**config.mk**
```make
export PLATFORM = sky130hd
export DESIGN_NAME = result_drain_scheduler
export DESIGN_NICKNAME = d
export VERILOG_FILES = /design/src/rtl/result_drain_scheduler.sv
export SDC_FILE = /design/constraint.sdc
export NUM_CORES = 1
export LEC_CHECK = 0
export ABC_AREA = 1
export BUFFER_PORTS_ARGS = -buffer_cell sky130_fd_sc_hd__buf_2
export CAP_MARGIN = 0
export CORE_UTILIZATION = 53
export CTS_CLUSTER_SIZE = 20
export DETAILED_ROUTE_END_ITERATION = 16
export HOLD_SLACK_MARGIN = 0.02
export PLACE_DENSITY = 0.77
export SETUP_SLACK_MARGIN = 0.4
export SYNTH_ARGS = -nofsm -noshare
export SYNTH_HDL_FRONTEND = slang
export SYNTH_SLANG_ARGS = --single-unit
```
**constraint.sdc**
```tcl
create_clock -name clk -period 2 [get_ports clk]
set_input_delay 0.1 -clock clk [delete_from_list [all_inputs] [get_ports clk]]
set_output_delay 0.1 -clock clk [all_outputs]
set_load 0.05 [all_outputs]
```
**src/rtl/result_drain_scheduler.sv**
```systemverilog
// Run sequencer: clears the result FIFO, launches/collects each processor row, then drains the FIFO to the UART.
// Optional macro PROC_WATCHDOG_EN adds a WAIT_PROC watchdog that aborts to DRAIN after TIMEOUT_CYCLES.
module result_drain_scheduler #(
  parameter int unsigned NUM_PROC       = 4,
  parameter int unsigned SEL_WIDTH      = 2,
  parameter int unsigned N_WIDTH        = 4,
  parameter int unsigned FIFO_DEPTH     = 8,
  parameter int unsigned TIMEOUT_CYCLES = 255
) (
  input  logic                 clk,
  input  logic                 reset,
  input  logic                 start,
  input  logic [N_WIDTH-1:0]   n_rows,
  input  logic                 proc_done,
  input  logic                 fifo_full,
  input  logic                 fifo_empty,
  input  logic                 tx_ready,
  output logic                 proc_start,
  output logic [SEL_WIDTH-1:0] proc_sel,
  output logic                 fifo_clear,
  output logic                 fifo_push,
  output logic                 fifo_pop,
  output logic                 tx_valid,
  output logic                 busy,
  output logic                 done,
  output logic                 clamped,
  output logic                 timeout
);

  localparam int unsigned MAX_ROWS = FIFO_DEPTH / NUM_PROC;
  localparam int unsigned ISS_W    = SEL_WIDTH + 1;

  typedef enum logic [2:0] {
    S_IDLE, S_CLEAR, S_LAUNCH, S_WAIT_PROC, S_COLLECT, S_DRAIN, S_GAP, S_FINISH
  } state_t;

  state_t               r_state, w_next;
  logic [N_WIDTH-1:0]   r_rows, r_row_cnt;
  logic [ISS_W-1:0]     r_issued;
  logic [SEL_WIDTH-1:0] r_sel;
  logic                 r_proc_start, r_fifo_clear, r_push, r_pop;
  logic                 r_busy, r_done, r_clamped, r_timeout;
  logic                 w_push, w_pop, w_latch, w_row_inc, w_timeout_set;
  logic                 w_wd_expired;

`ifdef PROC_WATCHDOG_EN
  localparam int unsigned WD_W = $clog2(TIMEOUT_CYCLES + 1);
  logic [WD_W-1:0] r_wd;

  // Counts consecutive WAIT_PROC cycles without proc_done
  always_ff @(posedge clk) begin
    if (reset) begin
      r_wd <= '0;
    end else if (r_state == S_WAIT_PROC && !proc_done) begin
      r_wd <= r_wd + WD_W'(1);
    end else begin
      r_wd <= '0;
    end
  end

  assign w_wd_expired = (r_wd == WD_W'(TIMEOUT_CYCLES - 1));
`else
  assign w_wd_expired = 1'b0;
`endif

  // Next-state and per-cycle decisions; pushes are decided one edge ahead of the visible pulse
  always_comb begin
    w_next        = r_state;
    w_push        = 1'b0;
    w_pop         = 1'b0;
    w_latch       = 1'b0;
    w_row_inc     = 1'b0;
    w_timeout_set = 1'b0;
    case (r_state)
      S_IDLE: begin
        if (start) begin
          w_latch = 1'b1;
          w_next  = S_CLEAR;
        end
      end
      S_CLEAR:  w_next = (r_rows != '0) ? S_LAUNCH : S_FINISH;
      S_LAUNCH: w_next = S_WAIT_PROC;
      S_WAIT_PROC: begin
        if (proc_done) begin
          w_next = S_COLLECT;
          w_push = !fifo_full;
        end else if (w_wd_expired) begin
          w_timeout_set = 1'b1;
          w_next        = S_DRAIN;
        end
      end
      S_COLLECT: w_push = !fifo_full;
      S_DRAIN: begin
        if (fifo_empty) begin
          w_next = S_FINISH;
        end else if (tx_ready) begin
          w_pop  = 1'b1;
          w_next = S_GAP;
        end
      end
      S_GAP:    w_next = S_DRAIN;
      S_FINISH: w_next = S_IDLE;
      default:  w_next = S_IDLE;
    endcase
    if (w_push && r_issued == ISS_W'(NUM_PROC - 1)) begin
      w_row_inc = 1'b1;
      w_next    = (r_row_cnt + N_WIDTH'(1) == r_rows) ? S_DRAIN : S_LAUNCH;
    end
  end

  always_ff @(posedge clk) begin
    if (reset) begin
      r_state      <= S_IDLE;
      r_rows       <= '0;
      r_row_cnt    <= '0;
      r_issued     <= '0;
      r_sel        <= '0;
      r_proc_start <= 1'b0;
      r_fifo_clear <= 1'b0;
      r_push       <= 1'b0;
      r_pop        <= 1'b0;
      r_busy       <= 1'b0;
      r_done       <= 1'b0;
      r_clamped    <= 1'b0;
      r_timeout    <= 1'b0;
    end else begin
      r_state      <= w_next;
      r_proc_start <= (w_next == S_LAUNCH);
      r_fifo_clear <= (w_next == S_CLEAR);
      r_push       <= w_push;
      r_pop        <= w_pop;
      r_busy       <= (w_next != S_IDLE);
      r_done       <= (w_next == S_FINISH);
      if (w_latch) begin
        r_rows    <= (n_rows > N_WIDTH'(MAX_ROWS)) ? N_WIDTH'(MAX_ROWS) : n_rows;
        r_clamped <= (n_rows > N_WIDTH'(MAX_ROWS));
        r_timeout <= 1'b0;
        r_row_cnt <= '0;
        r_sel     <= '0;
      end else begin
        if (w_timeout_set) r_timeout <= 1'b1;
        if (w_row_inc)     r_row_cnt <= r_row_cnt + N_WIDTH'(1);
        // proc_sel tracks the visible push and advances once that push has been taken
        if (r_push) begin
          r_sel <= (r_sel == SEL_WIDTH'(NUM_PROC - 1)) ? '0 : r_sel + SEL_WIDTH'(1);
        end
      end
      if (r_state == S_LAUNCH) begin
        r_issued <= '0;
      end else if (w_push) begin
        r_issued <= r_issued + ISS_W'(1);
      end
    end
  end

  assign proc_start = r_proc_start;
  assign proc_sel   = r_sel;
  assign fifo_clear = r_fifo_clear;
  assign fifo_push  = r_push;
  assign fifo_pop   = r_pop;
  assign tx_valid   = r_pop;
  assign busy       = r_busy;
  assign done       = r_done;
  assign clamped    = r_clamped;
  assign timeout    = r_timeout;

endmodule

```
# Word level (Yosys, flattened, before mapping)
# Index checks and enable logic that the tools add are counted.
# totals
reg_bits,23
input_bits,11
output_inout_bits,11
wordCells,54
# op_classes
addsub,3
n_lt_le_gt_ge,1
n_eq_ne,13
mux,16
n_bitwise,1
reduce_logical,8
# ops
op,count
$mux W3,7
$pmux W3 S7,1
$eq A3 B3 Y1 const B,5
$eq A3 B2 Y1 const B,4
$eq A3 B1 Y1 const B,2
$mux W1,5
$add A4 B1 Y4 const B,1
$eq A4 B4 Y1,1
$gt A4 B2 Y1 const B,1
$mux W4,1
$reduce_bool A4 Y1,1
$reduce_or A2 Y1,2
$add A3 B1 Y3 const B,1
$logic_not A3 Y1,1
$reduce_bool A3 Y1,1
$reduce_or A3 Y1,1
$add A2 B1 Y2 const B,1
$eq A2 B2 Y1 const B,1
$mux W2,1
$pmux W1 S2,1
$logic_and A1 B1 Y1,1
$logic_not A1 Y1,1
$not A1 Y1,1

# Longest topological paths before layout
# Gate-level depths: netlist of run 1.
# depth
ltp_word,6
ltp_mapped,10
ltp_nobuf,10

# Worst setup path before layout of run 1
# OpenSTA, ideal clock, no wires.
# synth_timing
path_kind,register to register
start,register r_row_cnt[0]
end,register r_busy (netlist: busy)
setup_ps,114
arrival_time_ps,1249
path_slack_ps,638
stages_incl_launch_ff,8
path_buffers,0
synth_period_minus_slack_ps,1362
path_cell_list,dfxtp_1 -> ha_1 -> xnor2_1 -> nand2_1 -> nor2_1 -> nand3_4 -> nand3_2 -> nand2_1
# synth_between
elab_chain_cells,5
# synth_rtl
item,line,source
start: declaration,38,"logic [N_WIDTH-1:0] r_rows, r_row_cnt;"
start signal: assignment,142,if (w_row_inc) r_row_cnt <= r_row_cnt + N_WIDTH'(1);
$add A4 B1 Y4,107,w_next = (r_row_cnt + N_WIDTH'(1) == r_rows) ? S_DRAIN : S_LAUNCH;
$eq A4 B4 Y1,107,
$mux W3,107,
$mux W3,105,if (w_push && r_issued == ISS_W'(NUM_PROC - 1)) begin
$reduce_bool A3 Y1,132,r_busy <= (w_next != S_IDLE);
end signal: assignment,132,
end: declaration,42,"logic r_busy, r_done, r_clamped, r_timeout;"
# Every way passes these cells.
# A chain may end at the register's enable or synchronous reset.

# Worst setup path in the final report of run 1
# Same ends and word-level chain as after synthesis.

==> results of run 1 <==
==> through the flow <==
step | utilization [%] | total power [W] | cells | hold slack, ns
finish | 65.2 | 0.00143 | 202 | 0.0419
global route | 65.2 | 0.00154 | 202 | 0.0315
CTS | 65.0 | 0.00145 | 202 | 0.0392
detailed placement | 63.6 | 0.00123 | 198 | 0.369
global placement | 63.6 | 0.00122 | 198 | 0.353
floorplan | - | 0.00111 | 154 | 0.239
==> worst max path at each step <==
stage,to,slack (ns)
after global routing,busy,0.41
after floorplan,busy,0.64
after global placement,busy,0.58
after CTS,busy,0.48
final,busy,0.55
after detailed placement,busy,0.52
==> layout make-up <==
type                       instances  area, sq um
fill                             172          697
multi-input combinational        108          607
sequential                        23          462
timing repair buffer              20          100
inverter                          20         75.1
tap                               27         33.8
clock buffer                       3         22.5
clock inverter                     1         5.00
==> critical path, cell delays in order (launching register included) <==
cell and delay, ns:
dfxtp_2 0.37, ha_1 0.32, xnor2_1 0.15, nand2_1 0.08, nor2_2 0.15, nand3_4 0.11, nand3_2 0.10, nand2_1 0.06
==> per-layer routing <==
metal | track usage [%] | vias up | share of wire [%]
met5 | 0 | - | 0
met4 | 10.3 | 0 | 0.60
met3 | 5.03 | 2 | 4.1
met2 | 38.4 | 24 | 52
met1 | 24.1 | 449 | 43
li1 | - | 537 | -
==> synth_stat cells <==
library cell	count
a211oi_1	3
a21oi_1	9
a21oi_4	1
a221oi_1	1
a31oi_1	1
and3_1	1
buf_4	2
clkbuf_1	1
conb_1	1
dfxtp_1	23
ha_1	4
inv_1	18
inv_2	2
nand2_1	36
nand2_2	1
nand2_4	3
nand3_1	8
nand3_2	4
nand3_4	1
nand3b_1	1
nand4_1	1
nor2_1	19
nor2_2	1
nor2_4	1
nor3_1	2
nor3_2	1
o21ai_0	4
o21ai_2	1
or2_0	2
xnor2_1	1
==> logic make-up after synthesis <==
group           Yosys count
other cells               1
xor+xnor                  1
buf+inv                  23
fa+ha+maj                 4
simple gates             82
compound gates           20
flops                    23
==> timing repair <==
item	in CTS	in global routing
endpoints found under the setup margin	0	6
gates resized for setup	0	2
endpoints found under the hold margin	0	0
==> sequential cells by signal, indices dropped and copies added, names as in the netlist <==
register	count
done	1
fifo_pop	1
r_state	3
r_row_cnt	4
clamped	1
fifo_clear	1
proc_sel	2
busy	1
proc_start	1
r_issued	3
fifo_push	1
r_rows	4
==> power by group through the flow <==
stage	Clock, W	Sequential, W	Combinational (W)
after floorplan	0	0.000741	0.000372
after global placement	0	0.000619	0.000599
after detailed placement	0	0.000621	0.000613
after CTS	0.000218	0.000612	0.000614
after global routing	0.000234	0.000623	0.000684
final	0.000210	0.000612	0.000611
==> reports/metrics.yaml, run 1 <==
logic_synthesis:
  yosysUniqueCellTypes: 30
  synth.area.top_cells: "dfxtp_1, nand2_1, nor2_1"
  ys_seq_elements: 23
  synth_top_area_cell: "dfxtp_1"
  synth_mux_area_share_pct: 0
  synth_compound_area_share_pct: 11.0
  synth_top_family_by_area: "simple AND/OR/NAND/NOR gates"
  seq_area_frac_synth_pct: 39.7
  synth_top_area_share_pct: 39.7
  yosysWarnings: 0
  synth_nets: 169
  synthAdderAreaFrac_pct: 4.32
  synth_xor_xnor_area_share_pct: 0.756
  syn_area_per_cell_sq_um: 7.52
  syn_area_sq_mm: 0.00116
  syn_inst: 154
  synth-simple-area-share_pct: 35.7
worst_setup_path:
  required_ns: 2.21
  path_class: "flip-flop to flip-flop"
  cp-startpoint: "r_row_cnt[0]"
  r2r-start: "r_row_cnt[0]"
  start_kind: "flip-flop"
  r2r_cells: 7
  critical_path.max_fanout: 6
  reg2reg_setup_slack_ns: 0.55
  r2r_end: "busy"
  end_kind: "flip-flop"
  arrival_ns: 1.66
global_route:
  grt_antenna_before_repair: 0
  grt_util_all_layers_pct: 21.6
  grt_pass1_vias: 1015
  grt_max_degree: 14
  grt_pass1_wl_mm: 4.00
  grt-ovfl-total: 0
timing:
  tns_ns: 0
  finClkSkew_ns: 0.0129
  setup_violations: 0
  fin_crit_sh_pct: 72.7
  min_period_ns: 1.45
  finalWorstSetupSlack_ns: 0.547
  max_clock_freq_ghz: 0.688
  rsz0062_at_grt: "false"
  slew_violations: 0
  hold_viol: 0
min_path:
  min_path_cells: 2
  hold_class: "input pin to flip-flop"
  hold_start: "tx_ready"
  min_to: "fifo_pop"
placed_design:
  place_area_sq_mm: 0.00127
  port_buffers: 20
  dp_worst_setup_slack_ns: 0.519
  dp_hpwl_mm: 1.75
  gp_congestion: 0.892
pwr:
  combPwrFrac_pct: 42.6
  p_leak_nw: 0.614
  p_int_w: 0.000808
  p_sw_w: 0.000625
  power_frac_clock_pct: 14.6
  p_per_area_mw_per_mm2: 1100
  ir_worst_vdd_v: 0.000946
  switching_share_pct: 43.6
  seqPwrFrac_pct: 42.7
drt:
  via_count: 1012
  first_pass_iters: 4
  antenna_left: 0
  drt-total-wl_mm: 2.17
  drtIter0Drc: 14
  remaining_drc_errors: 0
  via_per_inst: 5.01
  wire_per_inst_um: 10.8
clock_tree:
  htree_num_levels: 1
  clk-insertion-delay-late_ns: 0.31
  clockBufferDepth: 2
  cts_inserted_buffers: 3
  path_clk_slew_ns: 0.13
  holdBufCountCts: 0
  tritoncts: "yes"
  post-cts-setup-buffers: 0
  root_buffer: "clkbuf_4"
  cts.sinks: 23
floorplan:
  die_y_um: 48.8
  rows: 16
  coreArea_sq_mm: 0.00200
  pin_count: 22
  die_w_um: 48.8
  die_area_sq_mm: 0.00238
  start_util_pct: 57.9
final_layout:
  layout_commonest_cell: "nand2_1"
  drive_above_1_share_pct: 24.0
  fin_nets: 191
  final_cell_mix: "nand2_1, dfxtp_1, buf_2"
  finalInstanceArea_sq_mm: 0.00131
  diodes: 0
  areaGrowthSynthToFinish_pct: 12.6
outcome:
  status: "finished, final reports clean"
run:
  cap_violations: 0
No activity file was read; power rests on OpenSTA's default activity.
==> inputs of run 2 (changes only) <==
--- a/config.mk
+++ b/config.mk
@@ -8,11 +8,11 @@
 export ABC_AREA = 1
 export BUFFER_PORTS_ARGS = -buffer_cell sky130_fd_sc_hd__buf_2
 export CAP_MARGIN = 0
-export CORE_UTILIZATION = 53
+export CORE_UTILIZATION = 48
 export CTS_CLUSTER_SIZE = 20
 export DETAILED_ROUTE_END_ITERATION = 16
 export HOLD_SLACK_MARGIN = 0.02
-export PLACE_DENSITY = 0.77
+export PLACE_DENSITY = 0.73
 export SETUP_SLACK_MARGIN = 0.4
 export SYNTH_ARGS = -nofsm -noshare
 export SYNTH_HDL_FRONTEND = slang
==> constraint.sdc (replaced) <==
create_clock -name clk -period 1.22 [get_ports clk]
set_input_delay 0.061 -clock clk [delete_from_list [all_inputs] [get_ports clk]]
set_output_delay 0.061 -clock clk [all_outputs]
set_load 0.05 [all_outputs]
==> run 2 against run 1 <==
Effect of this change: the run now ends with negative setup slack left; first-iteration DRC count grew 57%; utilization grew 14 points; via count grew 12%; total power grew 100%; hold slack gained 0.040 ns; sequential power grew 83%; fmax grew 10%; wire length grew 34%; final cell count grew 9.9%; die area grew 10%; count of clock-buffer cells in the layout is the same.
==> reports/metrics.yaml, run 2 (synthesized netlist as in run 1, its figures left out) <==
final_layout:
  fin_nets: 210
  finalInstanceArea_sq_mm: 0.00177
  top_regs: "r_row_cnt x4, r_rows x4"
  regArea_sq_um: 492
  final_cell_mix: "nand2_1, inv_1, nor2_1"
  layout_commonest_cell: "nand2_1"
  areaGrowthSynthToFinish_pct: 52.6
  diodes: 0
  n_fill_cell: 145
  instances_no_fill: 222
  drive_above_1_share_pct: 49.0
  multi_input_area_sq_um: 751
clock_tree:
  root_buffer: "clkbuf_4"
  clockBufferDepth: 2
  clk-insertion-delay-late_ns: 0.32
  htree_num_levels: 1
  cts.sinks: 23
  path_clk_slew_ns: 0.13
  tritoncts: "yes"
  cts_inserted_buffers: 3
worst_setup_path:
  crit_family: "simple AND/OR/NAND/NOR gates"
  crit_end: "done"
  slowest_delay_ns: 0.40
  worst-path-stages: 7
  critical_path.max_fanout: 5
  path_class: "flip-flop to flip-flop"
  r2r_cells: 7
  start_kind: "flip-flop"
  reg2reg_setup_slack_ns: -0.1
  crit_chain: "buf_4, nand3_4, nand2_4, nand2_4, o21ai_2, or2_0, nor2_1"
  cp_slowest_cell: "dfxtp_4"
  arrival_ns: 1.58
  critPathBufInv: 1
  end_kind: "flip-flop"
  r2r-start: "r_state[2]"
  cpMostUsedCell: "nand2_4"
  cp-startpoint: "r_state[2]"
  r2r_end: "done"
  required_ns: 1.49
outcome:
  violations: "negative setup slack"
  status: "complete, but fails checks"
timing:
  max_clock_freq_ghz: 0.758
  hold_viol: 0
  rsz0062_at_grt: "true"
  finClkSkew_ns: 0.00681
  finalWorstSetupSlack_ns: -0.0992
  slew_violations: 0
  setup_violations: 12
  min_period_ns: 1.32
  fin_crit_sh_pct: 108
pwr:
  ir_worst_vdd_v: 0.00171
  seqPwrFrac_pct: 38.6
  p_sw_w: 0.00125
  switching_share_pct: 43.1
  p_per_area_mw_per_mm2: 1630
  p_leak_nw: 0.760
  power_frac_clock_pct: 12.6
  combPwrFrac_pct: 48.8
  p_int_w: 0.00164
floorplan:
  pin_count: 22
  start_util_pct: 51.9
  die_y_um: 51.1
  rows: 17
  die_w_um: 51.1
  die_area_sq_mm: 0.00261
  coreArea_sq_mm: 0.00223
global_route:
  grt_antenna_before_repair: 0
  grt_max_degree: 14
  grt_util_all_layers_pct: 24.0
  grt_pass1_wl_mm: 4.51
  grt-ovfl-total: 0
  grt_pass1_vias: 1117
placed_design:
  place_area_sq_mm: 0.00144
  gp_congestion: 0.861
  port_buffers: 20
  dp_cells: 207
  dp_hpwl_mm: 1.90
drt:
  remaining_drc_errors: 0
  drt-total-wl_mm: 2.92
  wire_per_inst_um: 13.1
  antenna_left: 0
  via_per_inst: 5.11
  drtIter0Drc: 22
  via_count: 1135
  first_pass_iters: 4
run:
  cap_violations: 0
min_path:
  hold_class: "input pin to flip-flop"
run 2: power groups by stage:
stage / clock network (W) / registers [W] / logic [W]
CTS: 0.000370 / 0.00110 / 0.00129
detailed placement: 0 / 0.00107 / 0.00112
floorplan: 0 / 0.00127 / 0.000645
finish: 0.000363 / 0.00112 / 0.00141
global placement: 0 / 0.00108 / 0.00111
global route: 0.000394 / 0.00114 / 0.00151
run 2: what timing repair did:
| item | 4_1_cts | 5_1_grt |
|---|---|---|
| hold buffers | 3 | 2 |
| hold endpoints to repair | 7 | 4 |
| buffers inserted | 3 | 3 |
| endpoints found under the setup margin | 33 | 33 |
| gates resized for setup | 42 | 22 |
| cloned | 0 | 0 |
| pin swaps | 11 | 8 |
run 2: worst min-delay path by stage:
stage	depth (start not counted)	start	slack, ns	to
floorplan	2	n_rows[0]	0.20	r_rows[0]
global placement	3	n_rows[0]	0.32	r_rows[0]
global route	3	fifo_empty	0.09	fifo_pop
CTS	2	reset	-0.004	fifo_push
detailed placement	2	reset	0.33	r_state[0]
finish	3	fifo_empty	0.08	fifo_pop
run 2: final cells by class:
class	instances	share of cell area, %
Clock buffer	3	1.27
Clock inverter	1	0.283
Inverter	20	4.53
Multi-Input combinational cell	108	42.5
Sequential cell	23	27.8
Tap cell	28	1.98
Timing Repair Buffer	39	21.7
run 2: routing by layer:
layer	share of wire (%)	wire length [um]	vias up	global-route usage, %
li1	-	-	573	-
met1	44	1280	527	26.9
met2	51	1490	28	44.1
met3	3.1	89	7	4.46
met4	1.7	51	0	9.26
met5	0	0	-	0
run 2: metrics by stage:
stage | worst slack [ns] | setup TNS (ns) | power [W] | util [%] | hold WS, ns
after floorplan | -0.0135 | -0.0147 | 0.00191 | - | 0.200
after global placement | -0.0504 | -0.268 | 0.00218 | 64.5 | 0.321
after detailed placement | -0.0788 | -0.496 | 0.00219 | 64.5 | 0.330
after CTS | -0.0763 | -0.557 | 0.00276 | 74.2 | -0.00393
after global routing | -0.157 | -1.44 | 0.00304 | 79.2 | 0.0900
final | -0.0992 | -0.546 | 0.00289 | 79.2 | 0.0819
run 2: worst min-delay path, delay by kind of cell:
family	cells	cell delay (ns)
and+or+nand+nor	2	0.22
buffers and inverters	1	0.10
